===== src/rtl/ecg_pkg.sv =====
// Shared encodings and shift constants for the R-peak control path.
package ecg_pkg;

  typedef enum logic [1:0] {
    ST_IDLE   = 2'd0,
    ST_CALIB  = 2'd1,
    ST_RUN    = 2'd2,
    ST_SEARCH = 2'd3
  } state_e;

  // 5/8 * x is formed as (x >>> FRAC_SH_A) + (x >>> FRAC_SH_B)
  localparam int unsigned FRAC_SH_A = 1;
  localparam int unsigned FRAC_SH_B = 3;
  // Level tracker weight: level moves 1/8 of the way toward each beat amplitude
  localparam int unsigned LVL_SH    = 3;

endpackage


===== src/rtl/sample_tick_gen.sv =====
// Clock divider producing a one-clk sample strobe every DIV clks while enabled.
module sample_tick_gen #(
  parameter int unsigned DIV = 1000
) (
  input  logic clk,
  input  logic rst_n,
  input  logic i_en,
  input  logic i_clr,
  output logic o_tick
);

  localparam int unsigned CW = (DIV > 1) ? $clog2(DIV) : 1;
  localparam logic [CW-1:0] LAST = CW'(DIV - 1);

  logic [CW-1:0] r_cnt;

  always_ff @(posedge clk or negedge rst_n) begin
    if (!rst_n) begin
      r_cnt <= '0;
    end else if (i_clr) begin
      r_cnt <= '0;
    end else if (i_en) begin
      r_cnt <= (r_cnt == LAST) ? '0 : r_cnt + CW'(1);
    end
  end

  assign o_tick = i_en && !i_clr && (r_cnt == LAST);

endmodule


===== src/rtl/r_peak_scheduler.sv =====
// Controller for r_peak_detector: sample strobe, adaptive threshold,
// RR interval measurement and missed-beat watchdog.
module r_peak_scheduler
  import ecg_pkg::*;
#(
  parameter int unsigned        SAMPLE_DIV  = 1000,
  parameter int unsigned        CAL_SAMPLES = 720,
  parameter int unsigned        TIMEOUT     = 720,
  parameter logic signed [15:0] INIT_THR    = 16'sd7300,
  parameter logic signed [15:0] MIN_THR     = 16'sd1000
) (
  input  logic               clk,
  input  logic               rst_n,
  input  logic               enable,
  input  logic signed [15:0] ecg_in,
  input  logic               r_peak,
  output logic               sample_en,
  output logic signed [15:0] threshold,
  output logic [15:0]        rr_interval,
  output logic               rr_valid,
  output logic               beat_lost,
  output logic               calib_done,
  output logic [1:0]         state
);

  localparam int unsigned CCW = $clog2(CAL_SAMPLES + 1);
  localparam int unsigned WCW = (TIMEOUT > 1) ? $clog2(TIMEOUT) : 1;
  localparam logic [CCW-1:0] CAL_LAST = CCW'(CAL_SAMPLES - 1);
  localparam logic [WCW-1:0] WD_LAST  = WCW'(TIMEOUT - 1);

  function automatic logic signed [16:0] sext17(input logic signed [15:0] x);
    return $signed({x[15], x});
  endfunction

  function automatic logic signed [16:0] five_eighths(input logic signed [15:0] x);
    logic signed [16:0] xe;
    xe = sext17(x);
    return (xe >>> FRAC_SH_A) + (xe >>> FRAC_SH_B);
  endfunction

  function automatic logic signed [15:0] clamp_thr(input logic signed [16:0] x);
    logic signed [16:0] lo;
    lo = sext17(MIN_THR);
    if (x > 17'sd32767)  return 16'sd32767;
    else if (x < lo)     return MIN_THR;
    else                 return x[15:0];
  endfunction

  logic                      w_tick;
  state_e                    r_state, w_state_nxt;
  logic signed [15:0]        r_thr, w_thr_nxt;
  logic signed [15:0]        r_level, w_level_nxt;
  logic signed [15:0]        r_amp, w_amp_nxt;
  logic [15:0]               r_sp, w_sp_nxt;
  logic [15:0]               r_rr, w_rr_nxt;
  logic [CCW-1:0]            r_cal_cnt, w_cal_nxt;
  logic [WCW-1:0]            r_wd_cnt, w_wd_nxt;
  logic                      r_rr_vld, w_rr_vld_nxt;
  logic                      r_lost, w_lost_nxt;
  logic                      r_cd, w_cd_nxt;
  logic                      r_first, w_first_nxt;
  logic [15:0]               w_sp_inc;
  logic signed [15:0]        w_amp_cur, w_lvl_cal, w_lvl_adapt;
  logic signed [16:0]        w_lvl_sum;

  sample_tick_gen #(
    .DIV(SAMPLE_DIV)
  ) u_tick (
    .clk   (clk),
    .rst_n (rst_n),
    .i_en  (enable),
    .i_clr (!enable),
    .o_tick(w_tick)
  );

  // Candidate values for the current sample; amp and level include ecg_in itself
  assign w_sp_inc    = (r_sp == 16'hFFFF) ? r_sp : r_sp + 16'd1;
  assign w_amp_cur   = (ecg_in > r_amp)   ? ecg_in : r_amp;
  assign w_lvl_cal   = (ecg_in > r_level) ? ecg_in : r_level;
  assign w_lvl_sum   = sext17(r_level) - (sext17(r_level) >>> LVL_SH)
                     + (sext17(w_amp_cur) >>> LVL_SH);
  assign w_lvl_adapt = w_lvl_sum[15:0];

  always_comb begin
    w_state_nxt  = r_state;
    w_thr_nxt    = r_thr;
    w_level_nxt  = r_level;
    w_amp_nxt    = r_amp;
    w_sp_nxt     = r_sp;
    w_rr_nxt     = r_rr;
    w_cal_nxt    = r_cal_cnt;
    w_wd_nxt     = r_wd_cnt;
    w_rr_vld_nxt = 1'b0;
    w_lost_nxt   = 1'b0;
    w_cd_nxt     = r_cd;
    w_first_nxt  = r_first;

    if (!enable) begin
      w_state_nxt = ST_IDLE;
      w_thr_nxt   = INIT_THR;
      w_level_nxt = '0;
      w_amp_nxt   = '0;
      w_sp_nxt    = '0;
      w_cal_nxt   = '0;
      w_wd_nxt    = '0;
      w_cd_nxt    = 1'b0;
      w_first_nxt = 1'b0;
    end else begin
      unique case (r_state)
        ST_IDLE: w_state_nxt = ST_CALIB;

        ST_CALIB: begin
          if (w_tick) begin
            w_level_nxt = w_lvl_cal;
            w_cal_nxt   = r_cal_cnt + CCW'(1);
            if (r_cal_cnt == CAL_LAST) begin
              w_thr_nxt   = clamp_thr(five_eighths(w_lvl_cal));
              w_cd_nxt    = 1'b1;
              w_sp_nxt    = '0;
              w_wd_nxt    = '0;
              w_first_nxt = 1'b1;
              w_state_nxt = ST_RUN;
            end
          end
        end

        default: begin
          if (w_tick) begin
            w_sp_nxt  = w_sp_inc;
            w_amp_nxt = w_amp_cur;
            w_wd_nxt  = r_wd_cnt + WCW'(1);
            // A peak on the expiry sample takes priority over the watchdog
            if (r_peak) begin
              w_rr_nxt     = w_sp_inc;
              w_rr_vld_nxt = !r_first;
              w_first_nxt  = 1'b0;
              w_sp_nxt     = '0;
              w_wd_nxt     = '0;
              w_amp_nxt    = '0;
              w_level_nxt  = w_lvl_adapt;
              w_thr_nxt    = clamp_thr(five_eighths(w_lvl_adapt));
              w_state_nxt  = ST_RUN;
            end else if (r_wd_cnt == WD_LAST) begin
              w_wd_nxt    = '0;
              w_lost_nxt  = 1'b1;
              w_thr_nxt   = clamp_thr(sext17(r_thr) >>> 1);
              w_first_nxt = 1'b1;
              w_state_nxt = ST_SEARCH;
            end
          end
        end
      endcase
    end
  end

  always_ff @(posedge clk or negedge rst_n) begin
    if (!rst_n) begin
      r_state   <= ST_IDLE;
      r_thr     <= INIT_THR;
      r_level   <= '0;
      r_amp     <= '0;
      r_sp      <= '0;
      r_rr      <= '0;
      r_cal_cnt <= '0;
      r_wd_cnt  <= '0;
      r_rr_vld  <= 1'b0;
      r_lost    <= 1'b0;
      r_cd      <= 1'b0;
      r_first   <= 1'b0;
    end else begin
      r_state   <= w_state_nxt;
      r_thr     <= w_thr_nxt;
      r_level   <= w_level_nxt;
      r_amp     <= w_amp_nxt;
      r_sp      <= w_sp_nxt;
      r_rr      <= w_rr_nxt;
      r_cal_cnt <= w_cal_nxt;
      r_wd_cnt  <= w_wd_nxt;
      r_rr_vld  <= w_rr_vld_nxt;
      r_lost    <= w_lost_nxt;
      r_cd      <= w_cd_nxt;
      r_first   <= w_first_nxt;
    end
  end

  assign sample_en   = w_tick;
  assign threshold   = r_thr;
  assign rr_interval = r_rr;
  assign rr_valid    = r_rr_vld;
  assign beat_lost   = r_lost;
  assign calib_done  = r_cd;
  assign state       = r_state;

endmodule

===== config.mk =====
export PLATFORM = sky130hd
export DESIGN_NAME = r_peak_scheduler
export DESIGN_NICKNAME = d
export VERILOG_FILES = /design/src/rtl/ecg_pkg.sv /design/src/rtl/sample_tick_gen.sv /design/src/rtl/r_peak_scheduler.sv
export SDC_FILE = /design/constraint.sdc
export NUM_CORES = 1
export LEC_CHECK = 0
export CAP_MARGIN = 15
export CELL_PAD_IN_SITES_DETAIL_PLACEMENT = 0
export CELL_PAD_IN_SITES_GLOBAL_PLACEMENT = 1
export CORE_MARGIN = 2
export CORE_UTILIZATION = 53
export DETAILED_ROUTE_END_ITERATION = 10
export DONT_BUFFER_PORTS = 1
export PLACE_DENSITY_LB_ADDON = 0.1
export SLEW_MARGIN = 10
export SYNTH_ARGS = -nofsm -noshare
export SYNTH_HDL_FRONTEND = slang
export SYNTH_SLANG_ARGS = --single-unit

===== constraint.sdc =====
create_clock -name clk -period 15.8 [get_ports clk]
set_input_delay 0 -clock clk [delete_from_list [all_inputs] [get_ports clk]]
set_output_delay 0 -clock clk [all_outputs]
set_load 0.01 [all_outputs]

==> results_dict.tcl, run 1 <==
set metrics [dict create \
    synth.largest_area_cell "dfrtp_1" \
    wire_per_inst_um 18.9 \
    pwr-share-comb_pct 37.2 \
    grt_max_degree 117 \
    power_frac_seq_pct 27.5 \
    finalCritPeriodShare_pct 53.1 \
    syn_nets 1212 \
    vias 8257 \
    cts_buffers 17 \
    grtUsageMet2_pct 40.5 \
    synthTopCellsByArea "dfrtp_1 30%, ha_1 11%, o21ai_0 5.4%" \
    required_ps 16150 \
    pin_count 58 \
    seq_area_frac_synth_pct 30.9 \
    antenna_cells 0 \
    cts_root_buffer "clkbuf_16" \
    outcome "completed" \
    end_kind "flop" \
    hold_viol 0 \
    antenna_found_initial 0 \
    clock_latency_ps 420 \
    setup-violations-final 0 \
    drc 0 \
    cts_sinks 116 \
    final_nets 1229 \
    start_kind "flop" \
    tns_ps 0 \
    clkSlewWorstSetupHoldPaths_ps 60 \
    yosysUniqueCellTypes 76 \
    peakVddDrop_uv 88.3 \
    grt_util_met1_pct 41.5 \
    yosys_warnings 0 \
    initial_core_util_pct 54.4 \
    synth_cells 1092 \
    worst_pin_slew_ps 940 \
    synth_top_area_share_pct 29.5 \
    drive_gt1_share_pct 6.33 \
    syn_to_final_growth_pct 11.3 \
    cp_slowest_stage_delay_ps 720 \
    dp.cells 1293 \
    overflow 0 \
    io_buffers 0 \
    gp_congestion 0.872 \
    grt_usage_pct 28.1 \
    worstPathArrival_ps 8750 \
    ys.flop_type "dfrtp_1" \
    synth_area_mm2 0.00941 \
    power-per-cell-area_mw_per_mm2 106 \
    dpl.hpwl_um 18800 \
    fillCellCount 1608 \
    hold_path.class "in2reg" \
    power.internal_mw 0.709 \
    fin_cells 1346 \
    p_switching_mw 0.398 \
    ant_nets 0 \
    power.total_mw 1.11 \
    leakage_nw 4.68 \
    htree_levels 4 \
    die_x_um 137 \
    totalWireLength_um 25500 \
    die-area_mm2 0.0188 \
    slew_viol_final 0 \
    grt_busiest_layer "met1" \
    die_h_um 137 \
    grt_pass1_wl_um 41000 \
    synth-async-reset-ratio_pct 100 \
    seq_area_mm2 0.00291 \
    num_rows 48 \
    finalClockSkew_ps 8.23 \
    timing.max_cap.violations 0 \
    grt_pass1_vias 7800 \
    critPathKind "reg2reg" \
    avgSynthCellArea_um2 8.61 \
    drt_iter0_drc 648 \
    cp_max_fo 17 \
    critPathBufInv 2 \
    multi_input_area_mm2 0.00604 \
    max_slew_margin_pct 36.5 \
    crit_path_top_delay_cell "nand2_1" \
    fin_crit_ps 8390 \
    via_per_inst 6.13 \
    ys_seq_elements 116 \
    switching_share_pct 35.9 \
    critical-path-top-delay-family "compound AO/OA/AOI/OAI gates" \
    fmax_ghz 0.119 \
    cts_tree "done" \
    clockPowerShare_pct 35.3 \
    cts_buffer_depth 2 \
    core_area_mm2 0.0173 \
    holdWs_ps 35.6 \
    rsz0062_at_grt "no" \
    drt_pass1_iterations 5 \
    synth_edf_count 0 \
    gr-usage-met3_pct 6.88 \
]
==> per-stage QoR <==
step	area [µm²]	setup WS, ps	utilization [%]
after global routing	10500	6640	60.5
after CTS	10500	7440	60.5
final	10500	7410	60.5
after floorplan	9410	8350	-
after global placement	9640	7620	55.7
after detailed placement	9640	7520	55.7
==> worst register-to-register path, delay by kind of cell, from the launching register on <==
family	cells	cell delay, ps
buf+inv	2	120
flops	1	370
simple gates	10	2490
mux	1	250
xor+xnor	2	280
compound gates	12	2840
fa+ha+maj	5	1990
==> Yosys cell counts (all sizes together) (20+ instances only) <==
library cell and count:
dfrtp 111, o21ai 111, nand2 97, inv 84, ha 83, nor2 73, a21oi 45, nand3 42
xnor2 40, clkbuf 33, a21o 26, and2 26, and3 20
==> area by class of cell <==
| type | count | area share (%) |
|---|---|---|
| clock buffer | 18 | 4.10 |
| clock inverter | 13 | 1.54 |
| inverter | 84 | 3.01 |
| multi-input combinational | 856 | 57.7 |
| sequential | 116 | 27.8 |
| tap | 225 | 2.69 |
| timing repair buffer | 34 | 3.13 |
==> layout by cell type (no fill, tap or decap), types with 16 or more instances in the layout <==
| cell type | n |
|---|---|
| a21o_1 | 26 |
| a21oi_1 | 44 |
| and2_1 | 25 |
| and3_1 | 20 |
| clkbuf_16 | 17 |
| dfrtp_1 | 111 |
| dlygate4sd3_1 | 21 |
| fa_1 | 17 |
| ha_1 | 83 |
| inv_1 | 84 |
| mux2i_1 | 16 |
| nand2_1 | 97 |
| nand3_1 | 42 |
| nand4_1 | 19 |
| nor2_1 | 73 |
| o21ai_0 | 101 |
| xnor2_1 | 40 |
| xor2_1 | 17 |
==> power groups by stage <==
stage	logic, mW	clock network (mW)	registers (mW)
finish	0.412	0.391	0.304
CTS	0.407	0.398	0.304
global placement	0.392	0	0.309
global route	0.460	0.410	0.305
floorplan	0.308	0	0.309
detailed placement	0.389	0	0.309
==> repair_timing <==
action                                 in CTS  in global routing
gates resized for setup                     0                  0
endpoints found under the hold margin     173                  0
hold buffers                               22                  0
setup buffers                               0                  0
==> path summary, 6_finish.rpt <==
path                            startpoint            to  slack, ps  depth (start not counted)
worst max-delay path             r_amp[13]  threshold[1]       7410                         32
worst min-delay path                r_peak      rr_valid         40                          2
worst max register to register   r_amp[13]  threshold[1]       7410                         32
worst min register to register     r_first      rr_valid        440                          1
max in group asynchronous            rst_n       r_first      15100                          2
min in group asynchronous            rst_n     r_amp[15]        160                          2
==> sequential cells by signal, summed over array words and instances (netlist names) <==
| signal | flops |
|---|---|
| r_amp | 16 |
| r_wd_cnt | 10 |
| calib_done | 1 |
| rr_valid | 1 |
| threshold | 16 |
| r_sp | 16 |
| r_cal_cnt | 10 |
| rr_interval | 16 |
| r_first | 1 |
| state | 2 |
| beat_lost | 1 |
| r_level | 16 |
| u_tick.r_cnt | 10 |
==> cells by family after synthesis <==
kind of cell / after synthesis / share of synthesized area [%]
simple gates: 351 / 18.7
compound gates: 329 / 23.5
buf+inv: 120 / 4.86
flops: 116 / 30.9
fa+ha+maj: 100 / 14.7
xor+xnor: 57 / 5.31
mux: 19 / 2.06
==> per-layer routing <==
layer  vias to the layer above  share of wire, %
li1                       4016                 -
met1                      3957                49
met2                       246                42
met3                        38               7.1
met4                         0               2.0
met5                         -                 0
Power figures use the tool's default switching activity.
==> inputs of run 2 (changes only) <==
--- a/config.mk
+++ b/config.mk
@@ -9,7 +9,7 @@
 export CELL_PAD_IN_SITES_DETAIL_PLACEMENT = 0
 export CELL_PAD_IN_SITES_GLOBAL_PLACEMENT = 1
 export CORE_MARGIN = 2
-export CORE_UTILIZATION = 53
+export CORE_UTILIZATION = 45
 export DETAILED_ROUTE_END_ITERATION = 10
 export DONT_BUFFER_PORTS = 1
 export PLACE_DENSITY_LB_ADDON = 0.1
==> constraint.sdc (replaced) <==
create_clock -name clk -period 6.8 [get_ports clk]
set_input_delay 0 -clock clk [delete_from_list [all_inputs] [get_ports clk]]
set_output_delay 0 -clock clk [all_outputs]
set_load 0.01 [all_outputs]
==> run 2 against run 1 <==
The flow now finishes with violations (setup timing). Worst hold slack got worse by 33 ps. Flip-flop and latch count unchanged. Clock skew increased by 1.5 ps. Global-route usage decreased by 2.1 points. Routed wire length increased by 10%. Critical path type unchanged.
==> results_dict.tcl, run 2 (synthesized netlist as in run 1, its figures left out) <==
set metrics [dict create \
    outcome "finished with violations" \
    violations "setup timing" \
    hold_viol 0 \
    timing.max_cap.violations 0 \
    ant_nets 0 \
    switching_share_pct 36.4 \
    layout_common_cells "111 x dfrtp_1, 111 x buf_4, 96 x nand2_1, 96 x o21ai_0, 78 x inv_1" \
    seq_area_mm2 0.00291 \
    dp.cells 1428 \
    fmax_ghz 0.146 \
    htree_levels 4 \
    leakage_nw 5.24 \
    cts_root_buffer "clkbuf_16" \
    drt_pass1_iterations 5 \
    io_buffers 0 \
    worst_pin_slew_ps 942 \
    gp_congestion 0.886 \
    initial_core_util_pct 46.2 \
    grt_usage_pct 26.1 \
    grt_pass1_wl_um 44800 \
    totalWireLength_um 28100 \
    start_kind "flop" \
    die_x_um 149 \
    num_rows 52 \
    crit_top_cell "ha_1" \
    core_area_mm2 0.0204 \
    fillCellCount 1856 \
    power-per-cell-area_mw_per_mm2 254 \
    crit_path_top_delay_cell "fa_1" \
    hold_path.class "in2reg" \
    overflow 0 \
    peakVddDrop_uv 186 \
    finalClockSkew_ps 9.73 \
    p_switching_mw 1.08 \
    required_ps 7120 \
    rsz0062_at_grt "yes" \
    vias 8480 \
    drc 0 \
    fin_crit_ps 6840 \
    max_slew_margin_pct 36.8 \
    die_h_um 149 \
    cts_buffers 17 \
    setup-violations-final 5 \
    pin_count 58 \
    wire_per_inst_um 18.8 \
    end_kind "flop" \
    clockPowerShare_pct 30.6 \
    cts_sinks 116 \
    final_nets 1331 \
    cp_slowest_stage_delay_ps 430 \
    cts_buffer_depth 2 \
    multi_input_area_mm2 0.00646 \
    power.internal_mw 1.89 \
    placed_area_mm2 0.0104 \
    antenna_cells 0 \
    drt_iter0_drc 472 \
    grt_max_degree 117 \
    via_per_inst 5.68 \
    grt_pass1_vias 8276 \
    die-area_mm2 0.0221 \
    cp_max_fo 8 \
    power_frac_seq_pct 23.8 \
    drive_gt1_share_pct 19.1 \
    clkSlewWorstSetupHoldPaths_ps 60 \
    syn_to_final_growth_pct 24.3 \
    setup_ws_ps -39.1 \
    power.total_mw 2.97 \
    clock_latency_ps 430 \
    slew_viol_final 0 \
    antenna_found_initial 0 \
    critPathKind "reg2reg" \
    design_area_mm2 0.0117 \
    holdWs_ps 2.64 \
    pwr-share-comb_pct 45.6 \
    fin_cells 1493 \
    worstPathArrival_ps 7160 \
    cts_tree "done" \
    finalCritPeriodShare_pct 101 \
    dpl.hpwl_um 20500 \
    fin_util_pct 57.4 \
]
==> run 2: path summary, 6_finish.rpt <==
check,slack (ps),endpoint,from,cells after the start
max in group asynchronous,6110,r_level[9],rst_n,2
worst max register to register,-40,threshold[5],r_amp[14],30
min in group asynchronous,130,r_amp[13],rst_n,2
worst max-delay path,-40,threshold[5],r_amp[14],30
worst min register to register,440,rr_valid,r_first,1
worst min-delay path,3,r_level[7],enable,3
==> run 2: worst max-delay path, delay by kind of cell (launching register included) <==
kind | cells | cell delay (ps)
AO/OA/AOI/OAI | 12 | 2730
AND/OR/NAND/NOR | 8 | 1550
adder cells (fa/ha/maj) | 5 | 1510
flip-flops | 1 | 360
multiplexers | 1 | 250
XOR/XNOR | 2 | 190
buffers and inverters | 2 | 120
==> run 2: through the flow <==
stage / setup TNS (ps) / setup slack, ps
3_5_place_dp: -1980 / -235
2_1_floorplan: -1070 / -138
4_1_cts: -662 / -99.4
3_3_place_gp: -1110 / -186
6_report: -95.8 / -39.1
5_1_grt: -5800 / -483
==> run 2: what timing repair did <==
item	in CTS	in global routing
setup endpoints to repair	15	16
endpoints found under the hold margin	170	0
gates resized for setup	9	53
gates cloned	1	0
pin swaps	13	15
hold buffers	23	0
setup buffers	4	6
==> run 2: layout make-up <==
type	instances	area share, %
clock buffer	17	3.64
timing repair buffer	135	9.34
multi-input combinational	857	55.2
tap	270	2.89
inverter	84	2.70
clock inverter	14	1.34
sequential	116	24.9
==> run 2: layer usage <==
metal / global-route usage [%] / wire length [µm]
met1: 39.0 / 14000
met2: 37.7 / 12200
met3: 5.21 / 1410
met4: 8.19 / 549
met5: 0 / 0
==> run 2: power by group through the flow <==
stage	Clock (mW)	Combinational, mW	Sequential, mW
after global routing	0.954	1.49	0.708
final	0.909	1.36	0.707
after CTS	0.925	1.27	0.707
after detailed placement	0	1.20	0.719
after floorplan	0	0.744	0.717
after global placement	0	1.21	0.719
